$ cat src/rtl/uart_tx.sv
// rtl/uart_tx.sv - UART transmitter with word FIFO, optional parity, x16 tick timing
//
// Ports:
//   clk          system clock
//   rst_n        asynchronous active-low reset
//   s_tick       baud x16 enable pulse, one clk wide
//   din          word to send (DBIT bits)
//   din_valid    din is valid this cycle
//   din_ready    FIFO can accept a word (not full)
//   tx           registered serial line, idle high
//   tx_done_tick one-clk pulse when a frame's last stop tick completes
//   tx_busy      frame in progress or words still queued
module uart_tx #(
    parameter int DBIT       = 8,
    parameter int SB_TICK    = 16,
    parameter int PARITY     = 0,
    parameter int FIFO_DEPTH = 4
) (
    input  logic            clk,
    input  logic            rst_n,
    input  logic            s_tick,
    input  logic [DBIT-1:0] din,
    input  logic            din_valid,
    output logic            din_ready,
    output logic            tx,
    output logic            tx_done_tick,
    output logic            tx_busy
);

    localparam int AW = $clog2(FIFO_DEPTH);
    localparam int SW = $clog2(SB_TICK);
    localparam int NW = (DBIT > 1) ? $clog2(DBIT) : 1;

    typedef enum logic [2:0] {
        ST_IDLE  = 3'd0,
        ST_START = 3'd1,
        ST_DATA  = 3'd2,
        ST_PAR   = 3'd3,
        ST_STOP  = 3'd4
    } state_t;

    // FIFO: pointers carry one extra wrap bit to tell full from empty
    logic [DBIT-1:0] mem [FIFO_DEPTH];
    logic [AW:0]     wr_ptr, rd_ptr;
    logic            full, empty, push, pop;
    logic [DBIT-1:0] fifo_dout;
    logic            par_bit;

    assign full      = (wr_ptr[AW] != rd_ptr[AW]) && (wr_ptr[AW-1:0] == rd_ptr[AW-1:0]);
    assign empty     = (wr_ptr == rd_ptr);
    assign din_ready = !full;
    assign push      = din_valid && !full;
    assign fifo_dout = mem[rd_ptr[AW-1:0]];
    // Parity is taken from the word as it leaves the FIFO, before any shifting
    assign par_bit   = (PARITY == 2) ? ~^fifo_dout : ^fifo_dout;

    always_ff @(posedge clk) begin
        if (push) begin
            mem[wr_ptr[AW-1:0]] <= din;
        end
    end

    always_ff @(posedge clk or negedge rst_n) begin
        if (!rst_n) begin
            wr_ptr <= '0;
            rd_ptr <= '0;
        end else begin
            if (push) begin
                wr_ptr <= wr_ptr + (AW+1)'(1);
            end
            if (pop) begin
                rd_ptr <= rd_ptr + (AW+1)'(1);
            end
        end
    end

    // Frame FSM
    state_t          state, state_n;
    logic [SW-1:0]   s, s_n;
    logic [NW-1:0]   n, n_n;
    logic [DBIT-1:0] b, b_n;
    logic            p, p_n;
    logic            tx_n, done_n;

    always_ff @(posedge clk or negedge rst_n) begin
        if (!rst_n) begin
            state        <= ST_IDLE;
            s            <= '0;
            n            <= '0;
            b            <= '0;
            p            <= 1'b0;
            tx           <= 1'b1;
            tx_done_tick <= 1'b0;
        end else begin
            state        <= state_n;
            s            <= s_n;
            n            <= n_n;
            b            <= b_n;
            p            <= p_n;
            tx           <= tx_n;
            tx_done_tick <= done_n;
        end
    end

    always_comb begin
        state_n = state;
        s_n     = s;
        n_n     = n;
        b_n     = b;
        p_n     = p;
        pop     = 1'b0;
        case (state)
            ST_IDLE: begin
                if (s_tick && !empty) begin
                    pop     = 1'b1;
                    b_n     = fifo_dout;
                    p_n     = par_bit;
                    s_n     = '0;
                    state_n = ST_START;
                end
            end
            ST_START: begin
                if (s_tick) begin
                    if (s == SW'(15)) begin
                        s_n     = '0;
                        n_n     = '0;
                        state_n = ST_DATA;
                    end else begin
                        s_n = s + SW'(1);
                    end
                end
            end
            ST_DATA: begin
                if (s_tick) begin
                    if (s == SW'(15)) begin
                        s_n = '0;
                        b_n = b >> 1;
                        if (n == NW'(DBIT-1)) begin
                            state_n = (PARITY != 0) ? ST_PAR : ST_STOP;
                        end else begin
                            n_n = n + NW'(1);
                        end
                    end else begin
                        s_n = s + SW'(1);
                    end
                end
            end
            ST_PAR: begin
                if (s_tick) begin
                    if (s == SW'(15)) begin
                        s_n     = '0;
                        state_n = ST_STOP;
                    end else begin
                        s_n = s + SW'(1);
                    end
                end
            end
            ST_STOP: begin
                if (s_tick) begin
                    if (s == SW'(SB_TICK-1)) begin
                        s_n = '0;
                        // Chain straight into the next frame when a word is waiting
                        if (!empty) begin
                            pop     = 1'b1;
                            b_n     = fifo_dout;
                            p_n     = par_bit;
                            state_n = ST_START;
                        end else begin
                            state_n = ST_IDLE;
                        end
                    end else begin
                        s_n = s + SW'(1);
                    end
                end
            end
            default: begin
                state_n = ST_IDLE;
                s_n     = '0;
                n_n     = '0;
            end
        endcase
    end

    // tx is registered from the next state so it changes on the same edge as the FSM
    always_comb begin
        tx_n   = 1'b1;
        done_n = (state == ST_STOP) && s_tick && (s == SW'(SB_TICK-1));
        case (state_n)
            ST_START: tx_n = 1'b0;
            ST_DATA:  tx_n = b_n[0];
            ST_PAR:   tx_n = p_n;
            default:  tx_n = 1'b1;
        endcase
    end

    assign tx_busy = (state != ST_IDLE) || !empty;

endmodule

$ cat config.mk
export PLATFORM = sky130hd
export DESIGN_NAME = uart_tx
export DESIGN_NICKNAME = d
export VERILOG_FILES = /design/src/rtl/uart_tx.sv
export SDC_FILE = /design/constraint.sdc
export NUM_CORES = 1
export LEC_CHECK = 0
export ABC_AREA = 1
export CAP_MARGIN = 20
export CORE_UTILIZATION = 30
export CTS_CLUSTER_DIAMETER = 150
export CTS_CLUSTER_SIZE = 10
export DETAILED_ROUTE_END_ITERATION = 6
export SYNTH_ARGS = -nofsm -noshare
export SYNTH_HDL_FRONTEND = slang
export SYNTH_SLANG_ARGS = --single-unit
$ cat constraint.sdc
create_clock -name clk -period 2.2 [get_ports clk]
set_clock_uncertainty 0.05 [all_clocks]
set_input_delay 0.33 -clock clk [delete_from_list [all_inputs] [get_ports clk]]
set_output_delay 0.33 -clock clk [all_outputs]
set_load 0.01 [all_outputs]
### Word-level counts from Yosys, hierarchy flattened

Memory sizes are Yosys's and may differ from the RTL's.
Cells that the tools add are included.

| cells by class | value |
|---|---|
| add/sub/neg operators | 4 |
| equality and inequality tests | 22 |
| multiplexer cells | 42 |
| bitwise gates (word level) | 1 |
| reductions and logical operators | 17 |

Operators with widths:

| operator | number |
|---|---|
| 8-bit two-way mux | 6 |
| 3-bit two-way mux | 15 |
| 8-bit one-hot mux with 3 select lines | 1 |
| 2-bit != test (second input constant) | 9 |
| 3-bit one-hot mux with 5 select lines | 1 |
| 3-bit by 2-bit equality test with 1-bit output (second input constant) | 4 |
| 4-bit two-way mux | 3 |
| 1-bit two-way mux | 11 |
| 3-bit by 1-bit adder with 3-bit output (second input constant) | 3 |
| 3-bit one-hot mux with 3 select lines | 1 |
| 4-bit one-hot mux with 2 select lines | 1 |
| 8-bit XOR reduction | 1 |
| 7-bit AND reduction | 1 |
| 3-bit by 1-bit equality test with 1-bit output (second input constant) | 2 |
| 3-bit equality test (second input constant) | 2 |
| 6-bit AND reduction | 1 |
| 3-bit nonzero test | 2 |
| 1-bit logical AND | 5 |
| 4-bit by 1-bit adder with 4-bit output (second input constant) | 1 |
| 4-bit equality test (second input constant) | 1 |
| 1-bit one-hot mux with 2 select lines | 2 |
| 4-bit OR reduction | 1 |
| 3-bit equality test | 1 |
| 3-bit logical NOT | 1 |
| 9 further kinds | 10 |

| storage, ports and cells | value |
|---|---|
| register bits after elaboration | 27 |
| bits in writable memories | 32 |
| word-level logic and storage cells | 97 |
| memories | 1 |

Memory list:

| memory | words | width | read ports | clocked after memory_dff | wr ports | RTL line | source |
|---|---|---|---|---|---|---|---|
| mem | 4 | 8 | 1 | 0 | 1 | 43 | `logic [DBIT-1:0] mem [FIFO_DEPTH];` |

### Logic depth before layout (Yosys ltp)

Gate-level depths: netlist (run 1).

| logic depth | value |
|---|---|
| depth in word-level cells | 7 |
| gate-level depth with buffers | 16 |
| gate-level depth less buffers | 15 |

### Worst setup path before layout (run 1)

No wires, ideal clock.

| timing path | value |
|---|---|
| kind | register -> register |
| start point | reg rd_ptr[0] |
| end point | mem mem[3][0], enable pin |
| library setup time | 0.375 ns |
| arrival | 1.453 ns |
| required time | 1.775 ns |
| setup slack | 0.322 ns |
| cell stages (with the launch flop) | 7 |
| buffers on the path | 1 |
| clock period less this slack | 1.878 ns |
| cells stage by stage | dfrtp_1 -> buf_6 -> xor2_2 -> nor2_2 -> nand2_1 -> nand2_1 -> nor2_1 |

| between the ends | value |
|---|---|
| word-level cells in the longest chain between the ends | 6 |

Ends and longest elaborated chain:

| item | RTL line | source |
|---|---|---|
| from (decl) | 44 | `logic [AW:0] wr_ptr, rd_ptr;` |
| from (signal assigned) | 72 | `rd_ptr <= rd_ptr + (AW+1)'(1);` |
| 2-bit equality test | 49 | `assign full = (wr_ptr[AW] != rd_ptr[AW]) && (wr_ptr[AW-1:0] == rd_ptr[AW-1:0]);` |
| 1-bit logical AND | 49 |  |
| 1-bit logical NOT | - |  |
| net din_ready | 24 | `output logic din_ready,` |
| 1-bit logical AND | 52 | `assign push = din_valid && !full;` |
| 1-bit two-way mux | 58 | `if (push) begin` |
| 1-bit two-way mux (not written as such) | 59 | `mem[wr_ptr[AW-1:0]] <= din;` |
| to (decl) | 43 |  |

The timed path passes the listed nets, and every way through them passes these cells.

### Worst setup path in the final report (run 1)

| timing path | value |
|---|---|
| start point | reg wr_ptr[0] |
| end point | out din_ready |

| between the ends | value |
|---|---|
| word-level cells in the longest chain between the ends | 3 |

Ends and longest elaborated chain:

| item | RTL line | source |
|---|---|---|
| from (decl) | 44 |  |
| from (signal assigned) | 69 | `wr_ptr <= wr_ptr + (AW+1)'(1);` |
| 2-bit equality test | 49 |  |
| 1-bit logical AND | 49 |  |
| 1-bit logical NOT | 51 | `assign din_ready = !full;` |
| to (decl) | 24 |  |

No other way between the ends.

==> impl_metrics.py, run 1 <==
metrics = {
    "outcome": {
        "status": "finished, final reports clean",
    },
    "floorplan": {
        "core_area_um2": 9820,
        "rows": 36,
        "dieArea_um2": 10600,
        "die_h_um": 103,
        "start_util": 0.311,
        "die_x_um": 103,
        "io_pins": 16,
    },
    "synth": {
        "ys_seq_area_frac": 0.537,
        "synthCells": 348,
        "syn-cell-area_um2": 3050,
        "postSynthAreaPerCell_um2": 8.77,
        "ys.warnings.count": 0,
        "syn-num-nets": 368,
        "ys_ff_latch": 59,
        "ys_types": 34,
    },
    "setup_path": {
        "crit_path_start_kind": "flip-flop",
        "worst_r2r_endpoint": "b[1]",
        "critPathCaptureType": "output pin",
        "cp.arrival_ns": 1.71,
        "path_class": "reg2out",
        "cp-startpoint": "wr_ptr[0]",
        "worstPathMaxFanout": 4,
        "critPathRequiredTime_ns": 1.82,
        "crit_end": "din_ready",
        "r2r-start": "state[0]",
        "rr_worst_depth": 10,
        "r2r_slack_ns": 0.25,
    },
    "cells_and_area": {
        "final_common_cell": "nand2_1",
        "nets": 396,
        "layout_common_cells": "nand2_1, inv_1, edfxtp_1, dfrtp_1",
        "instances_no_fill": 514,
        "num_antenna_cells": 0,
        "drive_above_1_share": 0.136,
        "syn_to_final_growth_pct": 16.0,
    },
    "clocking": {
        "clock_path_buffers": 2,
        "cts_sinks": 59,
        "root_buffer": "clkbuf_8",
        "path_clk_slew_ns": 0.07,
        "ctsHoldBuffers": 0,
        "cts_tree": "done",
        "cts-buffers-inserted": 9,
        "cts_max_level": 3,
        "clk_latency_ns": 0.34,
    },
    "grt": {
        "grt_max_degree": 28,
        "grt_use_met3": 0.0366,
        "grt_use_met1": 0.154,
        "track_usage": 0.118,
        "antenna_found_initial": 0,
        "met2_usage": 0.179,
        "grt-busiest-layer": "met2",
        "grt_pass1_wl_mm": 9.46,
        "globalRouteOverflowTotal": 0,
        "grt_pass1_vias": 2070,
    },
    "timing": {
        "rsz0062_at_grt": "false",
        "setup_viol": 0,
        "worstMarginPinSlew_ns": 0.745,
        "fin_crit_sh": 0.951,
        "hold_ws_ns": 0.311,
        "relSlewSlack": 0.502,
        "max_clock_freq_mhz": 478,
        "fin_crit_ns": 2.09,
        "hold_violations": 0,
        "tns_ns": 0,
        "slew_viol_final": 0,
    },
    "placed_design": {
        "dp_cells": 498,
        "io_buffers": 15,
        "gp_congestion": 0.816,
        "dpl.hpwl_mm": 4.08,
    },
    "pwr": {
        "irDropWorstVdd_uv": 529,
        "leakage_uw": 0.00162,
        "p_per_area_nw_per_um2": 1370,
        "p_total_uw": 4860,
    },
    "detailed_routing": {
        "drc_errors": 0,
        "wl_per_cell_um": 10.8,
        "detail-route-antenna-nets": 0,
        "dr.pass1.iters": 4,
        "via_per_inst": 4.35,
        "wirelength_mm": 5.57,
        "vias": 2237,
        "drt_iter0_drc": 88,
    },
    "hold_path": {
        "hold_path_class": "in2async",
    },
    "flow_run": {
        "cap_violations": 0,
    },
}
## worst min path at each step
stage,start,to,cells after the start
global placement,b[3],b[3],2
CTS,rst_n,s[2],2
global route,rst_n,s[2],2
detailed placement,b[2],b[2],2
floorplan,rst_n,b[0],0
finish,rst_n,s[1],2
## per-stage QoR
step	area (um^2)	util	setup WS, ns
5_1_grt	3540	0.360	0.0150
3_5_place_dp	3370	0.343	0.155
4_1_cts	3530	0.360	0.0196
3_3_place_gp	3370	0.343	0.215
6_report	3540	0.360	0.107
2_1_floorplan	3050	-	0.322
## cell usage after synthesis
master    number  share of area
o221ai_2       1         0.0049
o31ai_1        2         0.0049
inv_1         35          0.043
a32o_1         1         0.0033
a22oi_1        5          0.012
nand2_1      129           0.16
nor2_1        25          0.031
edfxtp_1      32           0.32
nor3_2         3         0.0098
a21oi_1        5         0.0082
or2_2          1         0.0021
xor2_1         5          0.014
o21ai_2        1         0.0029
and2_1         1         0.0021
ha_1           8          0.033
nand4_1        1         0.0021
o22ai_1        1         0.0021
nor2_4         1         0.0037
xor2_2         1         0.0053
buf_4          2         0.0049
o21ai_1        1         0.0016
dfstp_2        1         0.0086
xnor2_1        1         0.0029
nor2_2         3         0.0062
buf_6          2         0.0074
dfrtp_1       26           0.21
buf_2          2         0.0033
xnor2_2        1         0.0053
nand3_1       24          0.039
buf_8          1         0.0049
nand2_2        9          0.018
o21ai_0        8          0.013
inv_2          8         0.0098
a21boi_1       1         0.0025
## layout make-up
type	instances	area (um^2)
clock buffer	13	139
clock inverter	3	17.5
fill	1015	6280
inverter	43	161
multi-input combinational	239	1200
sequential	59	1640
tap	133	166
timing repair buffer	24	220
## where the power goes
group	switching, uW	internal, uW
clock	398	406
sequential	177	1510
combinational	1520	845
total	2100	2760
## logic make-up (layout without fill, tap and decap cells)
kind of cell / after synthesis / count (layout) / synth area share
adders and majority gates: 8 / 8 / 0.0328
xor gates and xnor gates: 8 / 8 / 0.0279
DFF: 59 / 59 / 0.537
buffers and inverters: 50 / 83 / 0.0734
AOI/OAI and AO/OA: 26 / 26 / 0.0558
and+or+nand+nor: 197 / 197 / 0.273
## layer usage
metal,routed length (um),up-vias
met5,0,-
met4,124,0
met3,147,11
met2,2520,24
met1,2770,1031
li1,-,1171
## worst max-delay path: stages, from the launching register on
cell and delay (ns):
dfrtp_1 0.44, xor2_2 0.20, nor2_2 0.17, nand2_1 0.09, clkdlybuf4s50_1 0.48
## state kept, by name (all words and copies together), names as in the netlist
name,count
s,4
rd_ptr,3
tx,1
tx_done_tick,1
mem,32
wr_ptr,3
b,8
n,3
p,1
state,3
## timing repair
| action | 4_1_cts | 5_1_grt |
|---|---|---|
| gates resized for setup | 1 | 2 |
| setup endpoints to repair | 1 | 1 |
| endpoints found under the hold margin | 0 | 0 |
| setup buffers | 0 | 0 |
(Power assumes the default switching activity.)
==> inputs of run 2 (changes only) <==
Settings changed: CORE_MARGIN set to 1, CORE_UTILIZATION 30 to 55, PLACE_DENSITY set to 0.74, SLEW_MARGIN set to 30.
==> impl_metrics.py, run 2 (same netlist as run 1, synthesis figures left out) <==
metrics = {
    "cells_and_area": {
        "largest_register_ff_count": 32,
        "fillers": 429,
        "fin_util": 0.668,
        "layout_common_cells": "nand2_1, inv_1, edfxtp_1",
        "syn_to_final_growth_pct": 14.7,
        "num_antenna_cells": 0,
        "nets": 398,
        "final_common_cell": "nand2_1",
        "drive_above_1_share": 0.159,
        "instances_no_fill": 453,
    },
    "placed_design": {
        "dp_cells": 435,
        "dpl.hpwl_mm": 4.06,
        "dp_slack_ns": 0.103,
        "gp_congestion": 0.828,
        "io_buffers": 15,
    },
    "timing": {
        "slew_viol_final": 0,
        "max_clock_freq_mhz": 476,
        "relSlewSlack": 0.471,
        "fin_crit_ns": 2.10,
        "hold_violations": 0,
        "fin_crit_sh": 0.955,
        "setup_ws_ns": 0.0990,
        "worstMarginPinSlew_ns": 0.790,
        "setup_viol": 0,
    },
    "setup_path": {
        "worst_r2r_endpoint": "b[4]",
        "cp_top_family": "buffers and inverters",
        "rr_worst_depth": 12,
        "r2r_slack_ns": 0.26,
        "worstPathMaxFanout": 7,
        "critPathCaptureType": "output pin",
        "critPathRequiredTime_ns": 1.82,
        "cp.arrival_ns": 1.72,
        "path_class": "reg2out",
        "crit_path_start_kind": "flip-flop",
        "path_cells": "xor2_2 -> nor2_2 -> nand2_1 -> clkdlybuf4s50_1",
        "slowest_stage": "clkdlybuf4s50_1",
        "r2r-start": "s[0]",
        "critPathBufInv": 1,
        "max_stage_delay_ns": 0.49,
    },
    "detailed_routing": {
        "detail-route-antenna-nets": 0,
        "wirelength_mm": 5.71,
        "drc_errors": 0,
        "dr.pass1.iters": 4,
        "drt_iter0_drc": 95,
        "via_per_inst": 5.04,
        "wl_per_cell_um": 12.6,
        "vias": 2284,
    },
    "grt": {
        "grt_pass1_wl_mm": 9.84,
        "globalRouteOverflowTotal": 0,
        "grt_max_degree": 28,
        "antenna_found_initial": 0,
        "grt_pass1_vias": 2185,
        "track_usage": 0.223,
    },
    "flow_run": {
        "cap_violations": 0,
    },
    "floorplan": {
        "core_area_um2": 5240,
        "dieArea_um2": 5850,
        "io_pins": 16,
        "start_util": 0.582,
        "rows": 26,
        "die_h_um": 76.5,
        "die_x_um": 76.5,
    },
    "clocking": {
        "cts_sinks": 59,
        "root_buffer": "clkbuf_8",
        "cts_tree": "done",
        "clock_path_buffers": 2,
        "clk_latency_ns": 0.35,
        "cts-buffers-inserted": 9,
        "cts_max_level": 3,
        "path_clk_slew_ns": 0.08,
        "ctsHoldBuffers": 0,
    },
    "pwr": {
        "p_per_area_nw_per_um2": 1440,
        "leakage_uw": 0.00164,
        "irDropWorstVdd_uv": 748,
    },
    "outcome": {
        "status": "finished, final reports clean",
    },
    "hold_path": {
        "hold_path_class": "in2async",
    },
}
[run 2: per-layer routing]
| layer | part of all wire | global-route usage | vias to the layer above |
|---|---|---|---|
| li1 | - | - | 1168 |
| met1 | 0.45 | 0.277 | 1065 |
| met2 | 0.50 | 0.359 | 47 |
| met3 | 0.043 | 0.0719 | 4 |
| met4 | 0.0093 | 0.0923 | 0 |
| met5 | 0 | 0 | - |
[run 2: per-stage QoR]
step / setup TNS, ns / total power, uW / hold WS (ns) / cell area, um^2
6_report: 0 / 5030 / 0.301 / 3500
2_1_floorplan: 0 / 3540 / -0.0156 / 3050
3_3_place_gp: 0 / 4030 / 0.414 / 3290
4_1_cts: 0 / 5010 / 0.309 / 3480
3_5_place_dp: 0 / 4100 / 0.426 / 3290
5_1_grt: -0.00637 / 5520 / 0.339 / 3500
[run 2: layout make-up]
| cell class | instances | area (um^2) | share of cell area |
|---|---|---|---|
| flip-flops and latches | 59 | 1640 | 0.469 |
| repair buffers | 26 | 233 | 0.0665 |
| well taps | 70 | 87.6 | 0.0250 |
| clock buffers | 9 | 124 | 0.0354 |
| multi-input cells | 239 | 1200 | 0.343 |
| clock inverters | 7 | 53.8 | 0.0154 |
| inverters | 43 | 161 | 0.0461 |
[run 2: worst max path at each step]
stage	from	end	slack (ns)	cells past startpoint
floorplan	rd_ptr[0]	mem[3][0]	0.32	6
global route	state[0]	tx_busy	-0.006	5
finish	rd_ptr[0]	din_ready	0.1	4
CTS	state[0]	tx_busy	0.03	5
global placement	s_tick	tx	0.15	11
detailed placement	s_tick	b[4]	0.10	10
[run 2: repair_timing]
action / CTS / global route
endpoints found under the setup margin: 1 / 3
pin swaps: 0 / 1
resized for setup: 2 / 3
endpoints found under the hold margin: 0 / 0
setup buffers: 0 / 2
[run 2: worst register-to-register path, delay by kind of cell, from the launching register on]
kind | cells | cell delay (ns)
AOI/OAI and AO/OA | 1 | 0.17
adders and majority gates | 1 | 0.22
and+or+nand+nor | 7 | 0.58
buffers and inverters | 3 | 0.40
DFF | 1 | 0.41
[run 2: report_power, final]
part           internal, uW  leakage, uW  switching [uW]
clock network           415    0.0000935             476
registers              1510     0.000637             190
logic                   892     0.000908            1540
total                  2820      0.00164            2210
